[config.mk]
export PLATFORM = sky130hd
export DESIGN_NAME = pipe_stage_hs
export DESIGN_NICKNAME = d
export VERILOG_FILES = /design/src/rtl/pipe_pkg.sv /design/src/rtl/pipe_slot.sv /design/src/rtl/pipe_stage_hs.sv
export SDC_FILE = /design/constraint.sdc
export NUM_CORES = 1
export LEC_CHECK = 0
export CORE_ASPECT_RATIO = 0.7
export CORE_MARGIN = 1
export CORE_UTILIZATION = 35
export CTS_BUF_LIST = sky130_fd_sc_hd__clkbuf_4 sky130_fd_sc_hd__clkbuf_8 sky130_fd_sc_hd__clkbuf_16
export CTS_CLUSTER_SIZE = 30
export DETAILED_ROUTE_END_ITERATION = 16
export PLACE_DENSITY = 0.72
export SLEW_MARGIN = 20
export SYNTH_ARGS = -nofsm -noshare
export SYNTH_HDL_FRONTEND = slang
export SYNTH_HIERARCHICAL = 1
export SYNTH_SLANG_ARGS = --single-unit
[constraint.sdc]
create_clock -name clk -period 4 [get_ports clk]
set_input_delay 0.8 -clock clk [delete_from_list [all_inputs] [get_ports clk]]
set_output_delay 0.8 -clock clk [all_outputs]
set_load 0.005 [all_outputs]
[src/rtl/pipe_pkg.sv]
// Shared definitions for the handshaked pipeline stage: state encoding,
// default geometry and stall-counter sizing.
// Optional feature macro: PIPE_SKID_EN (adds a one-entry skid slot).
package pipe_pkg;

  // Default stage geometry
  localparam int unsigned DATA_W_DEF   = 16;
  localparam int unsigned NUM_DATA_DEF = 7;
  localparam int unsigned CTRL_W_DEF   = 8;
  localparam int unsigned NUM_CTRL_DEF = 2;

  // Stall counter width and its saturation value
  localparam int unsigned STALL_CNT_W = 16;
  localparam logic [STALL_CNT_W-1:0] STALL_SAT = {STALL_CNT_W{1'b1}};

  // Stage occupancy; ST_FULL_SKID is only reachable when the skid slot exists
  typedef enum logic [1:0] {
    ST_EMPTY     = 2'd0,
    ST_FULL      = 2'd1,
    ST_FULL_SKID = 2'd2
  } pipe_state_e;

endpackage : pipe_pkg

[src/rtl/pipe_slot.sv]
// One holding register of the stage: valid flag, data words and control fields.
// A clear drops the valid flag and zeroes control only; data keeps its last value.
module pipe_slot #(
  parameter int unsigned DW = 112,
  parameter int unsigned CW = 16
) (
  input  logic          clk,
  input  logic          rst,
  input  logic          load,
  input  logic          clear,
  input  logic [DW-1:0] d_data,
  input  logic [CW-1:0] d_ctrl,
  output logic          valid,
  output logic [DW-1:0] data,
  output logic [CW-1:0] ctrl
);

  // Slot register: clear wins over load so a bubble always carries zero control
  always_ff @(posedge clk or posedge rst) begin
    if (rst) begin
      valid <= 1'b0;
      data  <= '0;
      ctrl  <= '0;
    end else if (clear) begin
      valid <= 1'b0;
      ctrl  <= '0;
    end else if (load) begin
      valid <= 1'b1;
      data  <= d_data;
      ctrl  <= d_ctrl;
    end
  end

endmodule : pipe_slot

[src/rtl/pipe_stage_hs.sv]
// Handshaked CPU pipeline stage register (IF/ID, ID/EX, EX/MEM, MEM/WB).
// Carries NUM_DATA data words and NUM_CTRL control fields with valid/ready,
// flush-to-bubble with zeroed control, and a saturating stall counter.
// Optional feature macro: PIPE_SKID_EN -- one-entry skid slot, registered in_ready.
module pipe_stage_hs
  import pipe_pkg::*;
#(
  parameter int unsigned DATA_W   = DATA_W_DEF,
  parameter int unsigned NUM_DATA = NUM_DATA_DEF,
  parameter int unsigned CTRL_W   = CTRL_W_DEF,
  parameter int unsigned NUM_CTRL = NUM_CTRL_DEF
) (
  input  logic                         clk,
  input  logic                         rst,
  input  logic                         flush,
  input  logic                         in_valid,
  output logic                         in_ready,
  input  logic [NUM_DATA*DATA_W-1:0]   in_data,
  input  logic [NUM_CTRL*CTRL_W-1:0]   in_ctrl,
  output logic                         out_valid,
  input  logic                         out_ready,
  output logic [NUM_DATA*DATA_W-1:0]   out_data,
  output logic [NUM_CTRL*CTRL_W-1:0]   out_ctrl,
  output logic [STALL_CNT_W-1:0]       stall_cnt
);

  localparam int unsigned DW = NUM_DATA * DATA_W;
  localparam int unsigned CW = NUM_CTRL * CTRL_W;

  pipe_state_e state_q, state_d;

  logic          accept_c;
  logic          consume_c;
  logic          main_load;
  logic          main_clear;
  logic [DW-1:0] main_d_data;
  logic [CW-1:0] main_d_ctrl;

`ifdef PIPE_SKID_EN
  logic          main_from_skid;
  logic          skid_load;
  logic          skid_clear;
  logic          skid_valid;
  logic [DW-1:0] skid_data;
  logic [CW-1:0] skid_ctrl;
`endif

  assign accept_c  = in_valid & in_ready & ~flush;
  assign consume_c = out_valid & out_ready;

`ifdef PIPE_SKID_EN
  // Skid slot occupancy is exactly FULL_SKID, so in_ready comes straight from a flop
  assign in_ready = ~skid_valid;
`else
  // Ready whenever the stage is empty or its beat leaves this cycle
  assign in_ready = ~out_valid | out_ready;
`endif

  // State register
  always_ff @(posedge clk or posedge rst) begin
    if (rst) begin
      state_q <= ST_EMPTY;
    end else begin
      state_q <= state_d;
    end
  end

  // Next-state and slot control; flush overrides any move or load
  always_comb begin
    state_d    = state_q;
    main_load  = 1'b0;
    main_clear = 1'b0;
`ifdef PIPE_SKID_EN
    main_from_skid = 1'b0;
    skid_load      = 1'b0;
    skid_clear     = 1'b0;
`endif
    if (flush) begin
      state_d    = ST_EMPTY;
      main_clear = 1'b1;
`ifdef PIPE_SKID_EN
      skid_clear = 1'b1;
`endif
    end else begin
      unique case (state_q)
        ST_EMPTY: begin
          if (accept_c) begin
            state_d   = ST_FULL;
            main_load = 1'b1;
          end
        end
        ST_FULL: begin
          if (consume_c && accept_c) begin
            main_load = 1'b1;
          end else if (consume_c) begin
            state_d    = ST_EMPTY;
            main_clear = 1'b1;
`ifdef PIPE_SKID_EN
          end else if (accept_c) begin
            state_d   = ST_FULL_SKID;
            skid_load = 1'b1;
`endif
          end
        end
`ifdef PIPE_SKID_EN
        ST_FULL_SKID: begin
          if (consume_c) begin
            state_d        = ST_FULL;
            main_load      = 1'b1;
            main_from_skid = 1'b1;
            skid_clear     = 1'b1;
          end
        end
`endif
        default: begin
          state_d    = ST_EMPTY;
          main_clear = 1'b1;
        end
      endcase
    end
  end

`ifdef PIPE_SKID_EN
  // Main slot refills from the skid slot when draining a backed-up beat
  assign main_d_data = main_from_skid ? skid_data : in_data;
  assign main_d_ctrl = main_from_skid ? skid_ctrl : in_ctrl;
`else
  assign main_d_data = in_data;
  assign main_d_ctrl = in_ctrl;
`endif

  // Main slot drives the stage outputs directly
  pipe_slot #(
    .DW (DW),
    .CW (CW)
  ) u_main (
    .clk    (clk),
    .rst    (rst),
    .load   (main_load),
    .clear  (main_clear),
    .d_data (main_d_data),
    .d_ctrl (main_d_ctrl),
    .valid  (out_valid),
    .data   (out_data),
    .ctrl   (out_ctrl)
  );

`ifdef PIPE_SKID_EN
  // Skid slot absorbs the beat accepted while downstream is stalled
  pipe_slot #(
    .DW (DW),
    .CW (CW)
  ) u_skid (
    .clk    (clk),
    .rst    (rst),
    .load   (skid_load),
    .clear  (skid_clear),
    .d_data (in_data),
    .d_ctrl (in_ctrl),
    .valid  (skid_valid),
    .data   (skid_data),
    .ctrl   (skid_ctrl)
  );
`endif

  // Saturating count of cycles where a valid beat is held back by downstream
  always_ff @(posedge clk or posedge rst) begin
    if (rst) begin
      stall_cnt <= '0;
    end else if (out_valid && !out_ready && (stall_cnt != STALL_SAT)) begin
      stall_cnt <= stall_cnt + STALL_CNT_W'(1);
    end
  end

endmodule : pipe_stage_hs
# Word-level counts from Yosys, hierarchy flattened
# Cells that the tools add are included.
# word_totals
regBits	147
input_bits	133
# op_classes
addsub	1
n_eq_ne	5
n_mux	17
bitwise_logic	7
reduce_logical	8
# op_table
operator	n
16-bit two-way mux	2
16-bit by 1-bit adder with 16-bit output, second input constant	1
16-bit != test, second input constant	1
3-bit != test, second input constant	3
1-bit two-way mux	8
2-bit two-way mux	4
1-bit case mux with 2 select lines	2
2-bit case mux with 2 select lines	1
1-bit AND	3
1-bit logical AND	3
1-bit inverter	3
3-bit AND reduction	1
2-bit by 1-bit equality test with 1-bit output, second input constant	1
2-bit zero test	1
2-bit AND reduction	1
2-bit nonzero test	1
1-bit zero test	1
1-bit OR	1

# Depth between registers and ports, before layout
# depth
ltp_word	10
mapped_depth	7

# Hierarchy
# The synthesis kept the hierarchy.
# by_module_without_submodules
mod	n_inst	cells_each	area_each_um2	seq_area_each_um2
pipe_slot	1	293	5258.8	3228.1
pipe_stage_hs	1	82	902.1	425.4

# Least setup slack after synthesis
# No wires, ideal clock.
# synth_path
path_type	input port to flip-flop
startpoint	in out_ready
endpoint	reg u_main.data[0]
setup_ns	0.125
arrival_ns	2.315
path_slack_ns	1.560
cell_stages	7
cell_sequence	and2b_1 -> a2111oi_0 -> buf_4 -> nor2b_4 -> buf_12 -> buf_12 -> mux2_4
# synth_lines
item	line_no	source
start: declaration	pipe_stage_hs.sv:21	input logic out_ready,
1-bit OR	pipe_stage_hs.sv:56	assign in_ready = ~out_valid | out_ready;
1-bit AND (2 in series)	pipe_stage_hs.sv:48	assign accept_c = in_valid & in_ready & ~flush;
1-bit logical AND	pipe_stage_hs.sv:93	if (consume_c && accept_c) begin
1-bit two-way mux	pipe_stage_hs.sv:93	
1-bit case mux with 2 select lines (*)	pipe_stage_hs.sv:85	unique case (state_q)
1-bit two-way mux (*)	pipe_stage_hs.sv:78	if (flush) begin
via main_load	pipe_stage_hs.sv:34	logic main_load;
2-bit AND reduction (no line) (*)	-	
end signal: assignment	pipe_slot.sv:29	data <= d_data;
end: declaration	pipe_slot.sv:14	output logic [DW-1:0] data,
# The timed path passes the listed nets; every way through them passes the cells marked *.
# A chain may end at the register's enable or synchronous reset.

# Worst setup path in the final report
# layout_path
startpoint	in out_ready
endpoint	out in_ready
# layout_between
elab_chain_cells	1
# layout_rtl
item	line_no	source
1-bit OR	pipe_stage_hs.sv:56	
end: declaration	pipe_stage_hs.sv:17	output logic in_ready,
# No other way between the ends.

==> qor.csv <==
stage;metric;value;unit
synthesis;synth_top_area_cell;dfrtp_1;
critical_path;critPathBufInv;3;
critical_path;reg2reg_slack;1.61;ns
routing;firstDrtPassIters;4;
finish;nNetsFinal;804;
critical_path;ff2ff_path_depth;5;
sta;slew_viol_final;0;
global_routing;grt_pass1_wl;25.18;mm
synthesis;synth_area;6161;sq um
critical_path;r2r_start;u_main/valid$_DFFE_PP0P_;
sta;setup_viol;0;
clock_network;cts_resized;0;
synthesis;ys_seq_area_share;59.30;%
finish;fillCellCount;1325;
global_routing;first_global_vias;4639;
critical_path;cp.required;3.20;ns
critical_path;worst_path_largest_cell_delay;0.53;ns
routing;wl;15.61;mm
clock_network;cts_buffer_depth;2;
finish;final_common_cell;clkdlybuf4s50_1;
floorplan;die_h;113.0;um
finish;drive_gt1_share;25.04;%
sta;post-route-min-period;2.998;ns
synthesis;synth_cells;375;
clock_network;htreeDepth;4;
hold_path;hold_depth;1;
clock_network;postCtsHoldBufs;0;
clock_network;cts_buffers;17;
clock_network;tritoncts;yes;
critical_path;critPathTopFamily;buffers and inverters;
synthesis;synth.area.top_cells;dfrtp_1, mux2_4, mux2_2;
sta;period_share;74.95;%
floorplan;rows;40;
sta;rsz0062_at_grt;no;
finish;multi_input_area;2271;sq um
sta;finClkSkew;0.006965;ns
global_routing;grt_max_degree;130;
critical_path;r2r-end;u_main/data[94]$_DFFE_PP0P_;
sta;max_slew.worst_pin.slew;0.7746;ns
critical_path;critPathMaxFanout;4;
clock_network;path_clk_slew;0.06;ns
place;hpwlAfterDp;11.35;mm
routing;wl_per_cell;17.08;um
pwr;p_leak;4.231;nW
routing;drt_iter0_drc;226;
place;gp_congestion;0.8425;
finish;stdcell_area;9819;sq um
hold_path;min_from;u_main/data[79]$_DFFE_PP0P_;
global_routing;antenna_found_initial;0;
critical_path;cpMostUsedCell;clkdlybuf4s50_1;
critical_path;worst_setup_path_start_kind;input pin;
hold_path;hold_class;reg2reg;
pwr;p_per_area;527.8;nW/um^2
finish;mostFrequentLayoutCells;clkdlybuf4s50_1, dfrtp_1, mux2_4, mux2_2, nor2_1;
routing;ant_nets;0;
clock_network;cts_setup_buffers;0;
critical_path;criticalPathCategory;in2out;
sta;hold_viol;0;
synthesis;synth_fp_nets;509;
global_routing;track_usage;17.91;%
global_routing;grt.overflow.total;0;
critical_path;slowest_stage;clkdlybuf4s50_1;
routing;vias;4197;
sta;fmax;333.6;MHz
floorplan;die_area;18150;sq um
finish;diodes;0;
place;placedInstanceArea;9161;sq um
hold_path;whs_endpoint;u_main/data[79]$_DFFE_PP0P_;
clock_network;clock_sinks;146;
outcome;status;finished, final reports clean;
sta;relSlewSlack;48.36;%
synthesis;synth-seq-cells;146;
sta;setup_tns;0;ns
synthesis;syn_avg_cell_area;16.43;sq um
routing;drc_errors;0;
place;io_buffers;278;
floorplan;fp.coreArea;17170;sq um
critical_path;path_cells;clkdlybuf4s50_1 -> and2b_1 -> inv_2 -> clkdlybuf4s50_1;
flow_run;drv_cap;0;
routing;vias_per_cell;4.592;
synthesis;ys_types;35;
critical_path;crit_path_end_kind;primary output;
synthesis;ys_async_sr_fraction;100.0;%
floorplan;io_pins;279;
critical_path;arrival;2.20;ns
clock_network;clockRootBuffer;clkbuf_16;
floorplan;initial_core_util;35.89;%
synthesis;synth_top_area_share;59.30;%
floorplan;chipWidth;160.6;um
synthesis;ys_warn_count;6;
finish;area_delta_synth_final;59.38;%
clock_network;clk_latency;0.42;ns
pwr;peakVddDrop;244.3;uV
finish;regArea;3654;sq um
synthesis;synth_edf_count;0;
synthesis;synth_ff_type;dfrtp_1;
==> through the flow <==
stage / setup slack [ns] / utilization (%) / power [W] / hold WS (ns) / instances
floorplan: 1.560 / - / 0.002537 / 0.4967 / 375
CTS: 1.013 / 57.20 / 0.005250 / 0.5099 / 914
detailed placement: 0.6658 / 53.37 / 0.003447 / 0.4924 / 882
finish: 1.002 / 57.20 / 0.005183 / 0.5082 / 914
global route: 0.9651 / 57.20 / 0.005426 / 0.5250 / 914
global placement: 0.7139 / 53.37 / 0.003417 / 0.4906 / 882
==> cells by family after synthesis <==
logic type	count (synthesis)	synth area share, %
XOR/XNOR	14	1.990
flip-flops	146	59.30
AO/OA/AOI/OAI	6	0.7514
adder cells (fa/ha/maj)	1	0.2031
multiplexers	131	28.53
AND/OR/NAND/NOR	56	5.280
buffers and inverters	21	3.940
==> layer usage <==
metal | routed length, um | GRT usage [%] | vias up
met1 | 6551 | 21.90 | 2084
met2 | 7237 | 28.14 | 184
li1 | - | - | 1907
met4 | 279 | 6.667 | 0
met3 | 1543 | 7.661 | 22
met5 | 0 | 0 | -
==> report_power, final <==
part           leakage, nW  switching [W]  internal, W
sequential            1.79       0.000210      0.00180
clock                0.314       0.000625      0.00114
combinational         2.12       0.000371      0.00103
==> state kept, by name, summed over array words and instances (netlist names) <==
register and flops:
u_main/data 112, u_main/ctrl 16, u_main/valid 1, state_q 1
stall_cnt 16
==> synthesized netlist by cell type (5+ instances only) <==
library cell,number
nand4_1,7
buf_12,9
nor2_1,22
mux2_2,33
xnor2_1,5
xor2_1,9
mux2_4,81
dfrtp_1,146
mux2i_1,17
nand2_1,5
==> worst register-to-register path, cell delays in order (launching register included) <==
cell,delay (ns)
dfrtp_1,0.44
and2b_1,0.24
a2111oi_2,0.26
nor2b_4,0.65
buf_4,0.35
mux2_4,0.32
==> area by class of cell <==
| class | instances | area share [%] |
|---|---|---|
| sequential | 146 | 37.21 |
| timing repair buffer | 292 | 29.79 |
| multi-input combinational | 208 | 23.13 |
| clock buffer | 20 | 4.625 |
| tap | 231 | 2.943 |
| clock inverter | 12 | 2.077 |
| inverter | 5 | 0.2294 |
==> worst max path at each step <==
stage / start / endpoint / slack [ns] / cells past startpoint
after floorplan: out_ready / u_main/data[0]$_DFFE_PP0P_ / 1.56 / 7
after global placement: out_ready / u_main/data[100]$_DFFE_PP0P_ / 0.71 / 6
after detailed placement: out_ready / u_main/data[94]$_DFFE_PP0P_ / 0.67 / 6
after CTS: out_ready / in_ready / 1.01 / 4
after global routing: out_ready / in_ready / 0.97 / 4
final: out_ready / in_ready / 1.00 / 4
Note: power is estimated with default switching activity, not from simulation.
